## config.mk

```make
export PLATFORM = sky130hd
export DESIGN_NAME = lif_layer_tm
export DESIGN_NICKNAME = d
export VERILOG_FILES = /design/src/rtl/snn_pkg.sv /design/src/rtl/lif_update.sv /design/src/rtl/lif_layer_tm.sv
export SDC_FILE = /design/constraint.sdc
export NUM_CORES = 1
export LEC_CHECK = 0
export ABC_AREA = 1
export CORE_ASPECT_RATIO = 0.75
export CORE_UTILIZATION = 40
export DETAILED_ROUTE_END_ITERATION = 12
export PLACE_DENSITY = 0.64
export SYNTH_ARGS = -nofsm -noshare
export SYNTH_HDL_FRONTEND = slang
export SYNTH_SLANG_ARGS = --single-unit
```

## constraint.sdc

```tcl
create_clock -name clk -period 9.5 [get_ports clk]
set_clock_uncertainty 0.15 [all_clocks]
set_input_delay 0.95 -clock clk [delete_from_list [all_inputs] [get_ports clk]]
set_output_delay 0.95 -clock clk [all_outputs]
set_load 0.005 [all_outputs]
```

## src/rtl/snn_pkg.sv

```systemverilog
// Shared types and helpers for the time-multiplexed spiking layer.
package snn_pkg;

    // Layer sequencer states.
    typedef enum logic [1:0] {
        StIdle,
        StAccum,
        StUpdate,
        StDone
    } lif_state_e;

    // Index width for a table of n entries; never narrower than one bit.
    function automatic int unsigned idx_w(input int unsigned n);
        return (n > 1) ? $clog2(n) : 1;
    endfunction

    // Signed add of a and b, clamped to the range of a width-bit signed value.
    function automatic longint sat_add(input longint a, input longint b,
                                       input int unsigned width);
        longint hi;
        longint lo;
        longint s;
        longint r;
        hi = (longint'(1) <<< (width - 1)) - 1;
        lo = -hi - 1;
        s  = a + b;
        if (s > hi) begin
            r = hi;
        end else if (s < lo) begin
            r = lo;
        end else begin
            r = s;
        end
        return r;
    endfunction

endpackage

```

## src/rtl/lif_update.sv

```systemverilog
// Per-neuron leak/integrate/fire decision, shared by all neurons of the layer.
module lif_update
    import snn_pkg::*;
#(
    parameter int unsigned POT_SIZE   = 16,
    parameter int          THRESH     = 10,
    parameter int          RESET      = 0,
    parameter int unsigned LEAK_SHIFT = 0,
    parameter int unsigned REFRAC     = 2,
    parameter int unsigned WTA        = 0,
    parameter int unsigned REFRAC_W   = 2
) (
    input  logic signed [POT_SIZE-1:0] v,
    input  logic signed [POT_SIZE-1:0] sum,
    input  logic        [REFRAC_W-1:0] refrac,
    input  logic                       inhibit,     // a lower-index neuron fired this step
    output logic signed [POT_SIZE-1:0] v_next,
    output logic        [REFRAC_W-1:0] refrac_next,
    output logic                       spike
);

    localparam logic signed [POT_SIZE-1:0] THRESH_V = POT_SIZE'(THRESH);
    localparam logic signed [POT_SIZE-1:0] RESET_V  = POT_SIZE'(RESET);

    logic signed [POT_SIZE-1:0] leak;
    logic signed [POT_SIZE-1:0] decayed;
    logic signed [POT_SIZE-1:0] integ;

    // Leak, saturating integrate, then refractory / inhibition / threshold priority.
    always_comb begin
        // Arithmetic shift so negative potentials decay toward zero; shift 0 means no leak.
        leak = '0;
        if (LEAK_SHIFT != 0) begin
            leak = v >>> LEAK_SHIFT;
        end
        // v - (v >>> k) only shrinks |v|, so only the final add can overflow.
        decayed = v - leak;
        integ   = POT_SIZE'(sat_add(longint'(decayed), longint'(sum), POT_SIZE));

        v_next      = integ;
        refrac_next = refrac;
        spike       = 1'b0;
        if (refrac != '0) begin
            refrac_next = refrac - REFRAC_W'(1);
            v_next      = RESET_V;
        end else if ((WTA != 0) && inhibit) begin
            v_next = RESET_V;
        end else if (integ >= THRESH_V) begin
            spike       = 1'b1;
            v_next      = RESET_V;
            refrac_next = REFRAC_W'(REFRAC);
        end
    end

endmodule

```

## src/rtl/lif_layer_tm.sv

```systemverilog
// Time-multiplexed LIF layer: one accumulator walks every synapse of every neuron per step.
module lif_layer_tm
    import snn_pkg::*;
#(
    parameter int unsigned NUM_INPUTS  = 4,
    parameter int unsigned NUM_OUTPUTS = 4,
    parameter int unsigned WEIGHT_SIZE = 8,
    parameter int unsigned POT_SIZE    = 16,
    parameter int          THRESH      = 10,
    parameter int          RESET       = 0,
    parameter int unsigned LEAK_SHIFT  = 0,
    parameter int unsigned REFRAC      = 2,
    parameter int unsigned WTA         = 0,
    localparam int unsigned NW = idx_w(NUM_OUTPUTS),
    localparam int unsigned IW = idx_w(NUM_INPUTS)
) (
    input  logic                          clk,
    input  logic                          rst,
    input  logic                          step_valid,
    output logic                          step_ready,
    input  logic [NUM_INPUTS-1:0]         spike_in,
    output logic [NUM_OUTPUTS-1:0]        spike_out,
    output logic                          spike_valid,
    input  logic                          wr_en,
    input  logic [NW-1:0]                 wr_neuron,
    input  logic [IW-1:0]                 wr_input,
    input  logic signed [WEIGHT_SIZE-1:0] wr_data
);

    localparam int unsigned REFRAC_W = idx_w(REFRAC + 1);

    typedef logic signed [WEIGHT_SIZE-1:0] weight_t;
    typedef logic signed [POT_SIZE-1:0]    pot_t;
    typedef logic [REFRAC_W-1:0]           refrac_t;

    localparam logic [IW-1:0] I_LAST  = IW'(NUM_INPUTS - 1);
    localparam logic [NW-1:0] N_LAST  = NW'(NUM_OUTPUTS - 1);
    localparam pot_t          RESET_V = pot_t'(RESET);

    lif_state_e             state_q, state_d;
    logic [NUM_INPUTS-1:0]  spike_in_q;
    logic [NW-1:0]          n_q;
    logic [IW-1:0]          i_q;
    pot_t                   sum_q;
    logic [NUM_OUTPUTS-1:0] fired_q, fired_d;
    logic [NUM_OUTPUTS-1:0] spike_out_q;
    pot_t                   v_q      [NUM_OUTPUTS];
    refrac_t                refrac_q [NUM_OUTPUTS];
    weight_t                w_q      [NUM_OUTPUTS][NUM_INPUTS];

    weight_t w_sel;
    pot_t    addend;
    pot_t    upd_v;
    refrac_t upd_refrac;
    logic    upd_spike;
    logic    wr_ok;

    assign step_ready  = (state_q == StIdle);
    assign spike_valid = (state_q == StDone);
    assign spike_out   = spike_out_q;
    assign wr_ok       = wr_en && (32'(wr_neuron) < NUM_OUTPUTS) && (32'(wr_input) < NUM_INPUTS);

    // Sequencer next state.
    always_comb begin
        state_d = state_q;
        unique case (state_q)
            StIdle:   if (step_valid) state_d = StAccum;
            StAccum:  if (i_q == I_LAST) state_d = StUpdate;
            StUpdate: state_d = (n_q == N_LAST) ? StDone : StAccum;
            StDone:   state_d = StIdle;
            default:  state_d = StIdle;
        endcase
    end

    // Sequencer state register.
    always_ff @(posedge clk) begin
        if (rst) begin
            state_q <= StIdle;
        end else begin
            state_q <= state_d;
        end
    end

    // Current synapse contribution, gated by its latched input spike.
    always_comb begin
        w_sel  = w_q[n_q][i_q];
        addend = spike_in_q[i_q] ? pot_t'(w_sel) : '0;
    end

    // Spikes collected so far including the neuron being updated now.
    always_comb begin
        fired_d      = fired_q;
        fired_d[n_q] = upd_spike;
    end

    lif_update #(
        .POT_SIZE   (POT_SIZE),
        .THRESH     (THRESH),
        .RESET      (RESET),
        .LEAK_SHIFT (LEAK_SHIFT),
        .REFRAC     (REFRAC),
        .WTA        (WTA),
        .REFRAC_W   (REFRAC_W)
    ) u_update (
        .v           (v_q[n_q]),
        .sum         (sum_q),
        .refrac      (refrac_q[n_q]),
        .inhibit     (|fired_q),
        .v_next      (upd_v),
        .refrac_next (upd_refrac),
        .spike       (upd_spike)
    );

    // Datapath: weight writes, accumulation and per-neuron state updates.
    always_ff @(posedge clk) begin
        if (rst) begin
            spike_in_q  <= '0;
            n_q         <= '0;
            i_q         <= '0;
            sum_q       <= '0;
            fired_q     <= '0;
            spike_out_q <= '0;
            for (int n = 0; n < NUM_OUTPUTS; n++) begin
                v_q[n]      <= RESET_V;
                refrac_q[n] <= '0;
                for (int i = 0; i < NUM_INPUTS; i++) begin
                    w_q[n][i] <= '0;
                end
            end
        end else begin
            unique case (state_q)
                StIdle: begin
                    // A write in the accept cycle lands before the first ACCUM read.
                    if (wr_ok) begin
                        w_q[wr_neuron][wr_input] <= wr_data;
                    end
                    if (step_valid) begin
                        spike_in_q <= spike_in;
                        n_q        <= '0;
                        i_q        <= '0;
                        sum_q      <= '0;
                        fired_q    <= '0;
                    end
                end
                StAccum: begin
                    // Width rule on POT_SIZE guarantees the running sum cannot overflow.
                    sum_q <= sum_q + addend;
                    i_q   <= i_q + IW'(1);
                end
                StUpdate: begin
                    v_q[n_q]      <= upd_v;
                    refrac_q[n_q] <= upd_refrac;
                    fired_q       <= fired_d;
                    i_q           <= '0;
                    sum_q         <= '0;
                    if (n_q == N_LAST) begin
                        spike_out_q <= fired_d;
                    end else begin
                        n_q <= n_q + NW'(1);
                    end
                end
                StDone: begin
                end
                default: begin
                end
            endcase
        end
    end

endmodule

```

==> impl_metrics.env, run 1 <==
export IMPL_antenna_found_initial=0
export IMPL_cts_sinks=235
export IMPL_ys_flop_type="edfxtp_1"
export IMPL_synth_cell_area_mm2=0.01217
export IMPL_area_growth_pct=11.85
export IMPL_overflow=0
export IMPL_hold_path_end="fired_q[1]"
export IMPL_synth_edf_count=200
export IMPL_grt_pass1_wl_um=50550
export IMPL_synth_area_leaders="edfxtp_1 (49%), nor2_1 (9.3%), nand2_1 (8.3%), dfxtp_1 (5.8%), o21ai_0 (5.1%)"
export IMPL_ys_types=44
export IMPL_yosysSeqAreaShare=0.5512
export IMPL_dp_slack_ps=4000
export IMPL_viasPerCell=5.376
export IMPL_synth_seq_cells=235
export IMPL_ctsRootBufferMaster="clkbuf_16"
export IMPL_drc=0
export IMPL_cts_resized=0
export IMPL_arrival_ps=5730
export IMPL_worstSkewPairLatency_ps=540
export IMPL_drv_slew=0
export IMPL_synthXorXnorAreaFrac=0.005758
export IMPL_r2r_slack_ps=3990
export IMPL_coreArea_mm2=0.02946
export IMPL_rsz0062_at_grt="false"
export IMPL_yosys_area_top_type_share=0.4936
export IMPL_io_pins=26
export IMPL_synth_top_cell_by_area="edfxtp_1"
export IMPL_cap_viol_max_count=0
export IMPL_hold_path_class="flip-flop to flip-flop"
export IMPL_rows=54
export IMPL_drt_initial_drc_count=1291
export IMPL_hold_path_depth=2
export IMPL_startpoint_type="flip-flop"
export IMPL_synthArstFlopShare=0
export IMPL_cts_tree="built"
export IMPL_ctsHoldBuffers=0
export IMPL_ant_nets=0
export IMPL_required_ps=9720
export IMPL_cp_max_fo=101
export IMPL_period_needed_ps=5508
export IMPL_synthMostInstantiatedCell="nor2_1"
export IMPL_synth_common_cells="nor2_1 (303), nand2_1 (268), edfxtp_1 (200), o21ai_0 (123), inv_1 (116)"
export IMPL_path_clk_slew_ps=60
export IMPL_cts_buffers=25
export IMPL_irDropWorstVdd_mv=0.1334
export IMPL_setup_tns_ps=0
export IMPL_worstHoldStart="fired_q[1]"
export IMPL_synth_compound_area_frac=0.1184
export IMPL_hold_viol=0
export IMPL_start_util=0.4131
export IMPL_numPortBuffers=25
export IMPL_drt_pass1_iterations=6
export IMPL_ctsHtreeMaxLevel=1
export IMPL_wl_per_cell_um=17.82
export IMPL_antenna_cells=0
export IMPL_max_slew_worst_pin_slew_ps=1240
export IMPL_dpl_hpwl_um=21370
export IMPL_synthMuxAreaShare=0
export IMPL_drive_above_1_share=0.06776
export IMPL_synthSimpleGateAreaFrac=0.2267
export IMPL_layout_nets=1441
export IMPL_routed_wl_um=31970
export IMPL_cp_end_kind="flip-flop"
export IMPL_fmax_mhz=181.6
export IMPL_setup_violations=0
export IMPL_synth_top_family_by_area="simple AND/OR/NAND/NOR gates"
export IMPL_status="finished, final reports clean"
export IMPL_clk_path_buf_depth=3
export IMPL_crit_type="flip-flop to flip-flop"
export IMPL_syn_inst=1378
export IMPL_yosysWarnings=0
export IMPL_fin_hold_ws_ps=322.5
export IMPL_gp_congestion=0.9348
export IMPL_synth_adder_area_share=0.04031
export IMPL_max_slew_margin=0.1737
export IMPL_first_global_vias=8962
export IMPL_grt_total_usage=0.2079
export IMPL_r2r_end="v_q[1][0]"
export IMPL_vias=9645
export IMPL_dieArea_mm2=0.03113
export IMPL_worstRegToRegCells=25
export IMPL_syn_num_nets=1436
export IMPL_grt_max_degree=102
export IMPL_power_leakage_uw=0.005755
export IMPL_p_per_area_mw_per_mm2=181.5
export IMPL_die_w_um=203.4
export IMPL_avgSynthCellArea_um2=8.830
export IMPL_fin_util=0.4620
export IMPL_finalWorstSetupSlack_ps=3992
export IMPL_post_cts_buffers=0
export IMPL_period_share=0.5798
export IMPL_dieHeight_um=153.0
==> kinds of logic (layout without fill, tap and decap cells) <==
logic type,Yosys count,in the layout
buffers and inverters,180,204
DFF,235,235
xor gates and xnor gates,8,8
and+or+nand+nor,663,663
adders and majority gates,38,38
AOI/OAI and AO/OA,254,254
==> placed cells by master, fill, tap and decap left out, types with 5 or more instances in the layout <==
cell               n
xor2_1             6
edfxtp_1         200
inv_1            116
a21oi_1           51
o22ai_1           37
nand2_4           12
dfxtp_1           34
clkbuf_16         25
nand2_1          268
nand2_2            9
ha_1              36
clkdlybuf4s50_1   25
nand3_1           35
o21ai_0          123
nor2_2            12
nor2_1           303
a31oi_1            8
buf_4              9
o21a_1             5
inv_2              5
clkbuf_1           8
o221ai_1          11
nor3_1            12
==> worst max-delay path, cell delays in order (launching register included) <==
cell and delay, ps:
dfxtp_2 310, buf_4 400, inv_2 200, buf_4 760, o21ai_0 190, o22ai_1 160, ha_1 180, inv_1 50
fa_1 400, inv_1 90, nand2_1 50, nand2_1 90, nand3_2 70, nand2_2 90, nand2_1 70, nand2_1 70
nand2_2 60, nand2_4 90, inv_4 70, nand3_4 160, nand2_2 110, nor2_2 170, nand3_4 120, a21boi_4 680
nand3_1 300, nor2_1 180
==> metal layers <==
layer,track usage,share of wire,up-vias
li1,-,-,4640
met4,0.04475,0.017,0
met1,0.3370,0.50,4571
met3,0.02942,0.084,38
met2,0.2878,0.40,396
met5,0,0,-
==> through the flow <==
step | area [µm²] | power [µW] | std cells
final | 13610 | 2470 | 1794
after global routing | 13610 | 2551 | 1794
after detailed placement | 12760 | 1459 | 1748
after CTS | 13610 | 2478 | 1794
after global placement | 12760 | 1455 | 1748
after floorplan | 12170 | 1372 | 1378
==> cell type report <==
cell class,instances,area [µm²]
fill,2876,15850
sequential,235,6708
multi-input combinational,963,4773
clock buffer,35,683.2
tap,392,490.5
inverter,124,467.9
timing repair buffer,34,317.8
clock inverter,11,168.9
==> power by group <==
part | total [µW] | internal (µW) | leakage [µW] | switching [µW]
Combinational | 263 | 74.1 | 0.00300 | 189
Clock | 1030 | 614 | 0.000405 | 416
Sequential | 1180 | 1160 | 0.00235 | 20.5
Total | 2470 | 1840 | 0.00576 | 625
==> registers in the layout, indices dropped and copies added, names as in the netlist, named ones only <==
register	count
w_q	128
v_q	64
sum_q	16
refrac_q	8
spike_in_q	4
spike_out	4
fired_q	3
i_q	2
n_q	2
state_q	2
==> how the worst max path moves through the flow <==
stage              start    endpoint  slack [ps]  cells after the start
6_report       flip-flop   v_q[1][0]        3990                     25
5_1_grt        flip-flop   v_q[1][0]        3440                     25
4_1_cts        flip-flop   v_q[1][0]        3980                     24
3_5_place_dp   flip-flop   v_q[1][0]        4000                     24
3_3_place_gp   flip-flop   v_q[1][0]        4200                     24
2_1_floorplan  flip-flop  v_q[1][10]        5290                     25
No activity file was read; power rests on OpenSTA's default activity.
==> run 2, diff against run 1 <==
--- a/config.mk
+++ b/config.mk
@@ -9,7 +9,7 @@
 export CORE_ASPECT_RATIO = 0.75
 export CORE_UTILIZATION = 40
 export DETAILED_ROUTE_END_ITERATION = 12
-export PLACE_DENSITY = 0.64
+export PLACE_DENSITY = 0.66
 export SYNTH_ARGS = -nofsm -noshare
 export SYNTH_HDL_FRONTEND = slang
 export SYNTH_SLANG_ARGS = --single-unit
==> constraint.sdc (replaced) <==
create_clock -name clk -period 4.6 [get_ports clk]
set_clock_uncertainty 0.15 [all_clocks]
set_input_delay 0.46 -clock clk [delete_from_list [all_inputs] [get_ports clk]]
set_output_delay 0.46 -clock clk [all_outputs]
set_load 0.005 [all_outputs]
==> run 2 against run 1 <==
Via count is 1.6% higher. Clock power is 94% higher. Largest cell class unchanged. Combinational power is 110% higher.
==> impl_metrics.env, run 2 (same netlist as run 1, synthesis figures left out) <==
export IMPL_hold_viol=0
export IMPL_numPortBuffers=25
export IMPL_wl_per_cell_um=18.33
export IMPL_io_pins=26
export IMPL_reg_top3="w_q (128), v_q (64), sum_q (16)"
export IMPL_crit_type="flip-flop to flip-flop"
export IMPL_rsz0062_at_grt="false"
export IMPL_dieArea_mm2=0.03113
export IMPL_required_ps=4830
export IMPL_power_leakage_uw=0.005799
export IMPL_fin_hold_ws_ps=326.0
export IMPL_cts_buffers=25
export IMPL_viasPerCell=5.424
export IMPL_layout_commonest_cell="nor2_1"
export IMPL_mostFrequentLayoutCells="nor2_1 (303), nand2_1 (268), edfxtp_1 (200)"
export IMPL_power_uw=4988
export IMPL_regMostFlops="w_q"
export IMPL_worstSkewPairLatency_ps=540
export IMPL_vias=9796
export IMPL_period_needed_ps=4319
export IMPL_arrival_ps=4550
export IMPL_max_slew_worst_pin_slew_ps=1193
export IMPL_path_cells="inv_2, buf_4, o21ai_0, o22ai_1, ha_1, nand2_1, nand2_1, nand2_1, nand2_1, a21oi_1, nand3_1, nand2_4, inv_4, nand3_4, nand2_2, nor2_2, nand3_4, a21boi_4, buf_4, nand2_4, nor2_1"
export IMPL_antenna_cells=0
export IMPL_ctsRootBufferMaster="clkbuf_16"
export IMPL_dpl_hpwl_um=22940
export IMPL_antenna_found_initial=0
export IMPL_cts_resized=0
export IMPL_drt_initial_drc_count=1266
export IMPL_drive_above_1_share=0.07638
export IMPL_dp_slack_ps=419.9
export IMPL_area_growth_pct=12.22
export IMPL_grt_max_degree=53
export IMPL_critical_path_slowest_cell="ha_1"
export IMPL_ctsHtreeMaxLevel=1
export IMPL_gr_usage_met1=0.3404
export IMPL_clk_path_buf_depth=3
export IMPL_period_share=0.9390
export IMPL_irDropWorstVdd_mv=0.2714
export IMPL_grtUsageMet3=0.04115
export IMPL_finalWorstSetupSlack_ps=280.8
export IMPL_cpPeakStageDelay_ps=370
export IMPL_path_clk_slew_ps=60
export IMPL_coreArea_mm2=0.02946
export IMPL_drt_pass1_iterations=5
export IMPL_overflow=0
export IMPL_dieHeight_um=153.0
export IMPL_setup_tns_ps=0
export IMPL_fin_util=0.4635
export IMPL_cts_tree="built"
export IMPL_rows=54
export IMPL_grt_total_usage=0.2128
export IMPL_first_global_vias=9167
export IMPL_grt_pass1_wl_um=51560
export IMPL_cpMostUsedCell="nand2_1"
export IMPL_status="finished, final reports clean"
export IMPL_largest_reg_flops=128
export IMPL_busiest_layer="met1"
export IMPL_post_cts_buffers=0
export IMPL_hold_path_class="flip-flop to flip-flop"
export IMPL_die_w_um=203.4
export IMPL_cp_max_fo=24
export IMPL_setup_violations=0
export IMPL_layout_nets=1453
export IMPL_p_per_area_mw_per_mm2=365.3
export IMPL_drv_slew=0
export IMPL_start_util=0.4131
export IMPL_cp_end_kind="flip-flop"
export IMPL_gp_congestion=0.8995
export IMPL_fill_cells=2833
export IMPL_gr_usage_met2=0.2953
export IMPL_cts_sinks=235
export IMPL_ant_nets=0
export IMPL_max_slew_margin=0.2045
export IMPL_routed_wl_um=33100
export IMPL_startpoint_type="flip-flop"
export IMPL_drc=0
export IMPL_cap_viol_max_count=0
export IMPL_fmax_mhz=231.5
export IMPL_ctsHoldBuffers=0
run 2: cell types whose count changed in the layout (fill, tap and decap cells not counted), sizes merged:
cell	previous run	this run
inv	125	123
clkbuf	35	31
clkinv	4	12
bufinv	4	2
buf	9	21
run 2: layout make-up:
class                   count  area (µm²)  area share
clock buffers              31       668.1     0.04893
well taps                 392       490.5     0.03592
repair buffers             46       407.9     0.02987
multi-input cells         963        4773      0.3496
flip-flops and latches    235        6708      0.4913
inverters                 124       467.9     0.03427
clock inverters            15       138.9     0.01017
run 2: critical path, delay by kind of cell, from the launching register on:
| family | cells | cell delay (ps) |
|---|---|---|
| buffers and inverters | 4 | 1020 |
| AO/OA/AOI/OAI | 4 | 890 |
| flip-flops | 1 | 330 |
| adder cells (fa/ha/maj) | 1 | 370 |
| AND/OR/NAND/NOR | 12 | 1370 |
run 2: worst paths after layout:
path / from / end / slack (ps) / depth (start not counted)
setup / recovery: flip-flop / v_q[1][6] / 280 / 21
hold / removal: fired_q[2] / fired_q[2] / 330 / 2
setup reg to reg: flip-flop / v_q[1][6] / 280 / 21
hold reg to reg: fired_q[2] / fired_q[2] / 330 / 2
run 2: stage by stage:
| stage | instance area (µm²) | std cells |
|---|---|---|
| after CTS | 13650 | 1806 |
| after global routing | 13650 | 1806 |
| final | 13650 | 1806 |
| after global placement | 12850 | 1760 |
| after detailed placement | 12850 | 1760 |
| after floorplan | 12170 | 1378 |
run 2: metal layers:
layer | wire length [µm] | vias to the layer above
met1 | 16120 | 4654
met3 | 3182 | 33
li1 | - | 4661
met4 | 472 | 0
met2 | 13320 | 448
met5 | 0 | -
run 2: where the power goes:
| group | switching, µW | internal, µW |
|---|---|---|
| Clock | 848 | 1150 |
| Combinational | 405 | 158 |
| Sequential | 40.1 | 2390 |
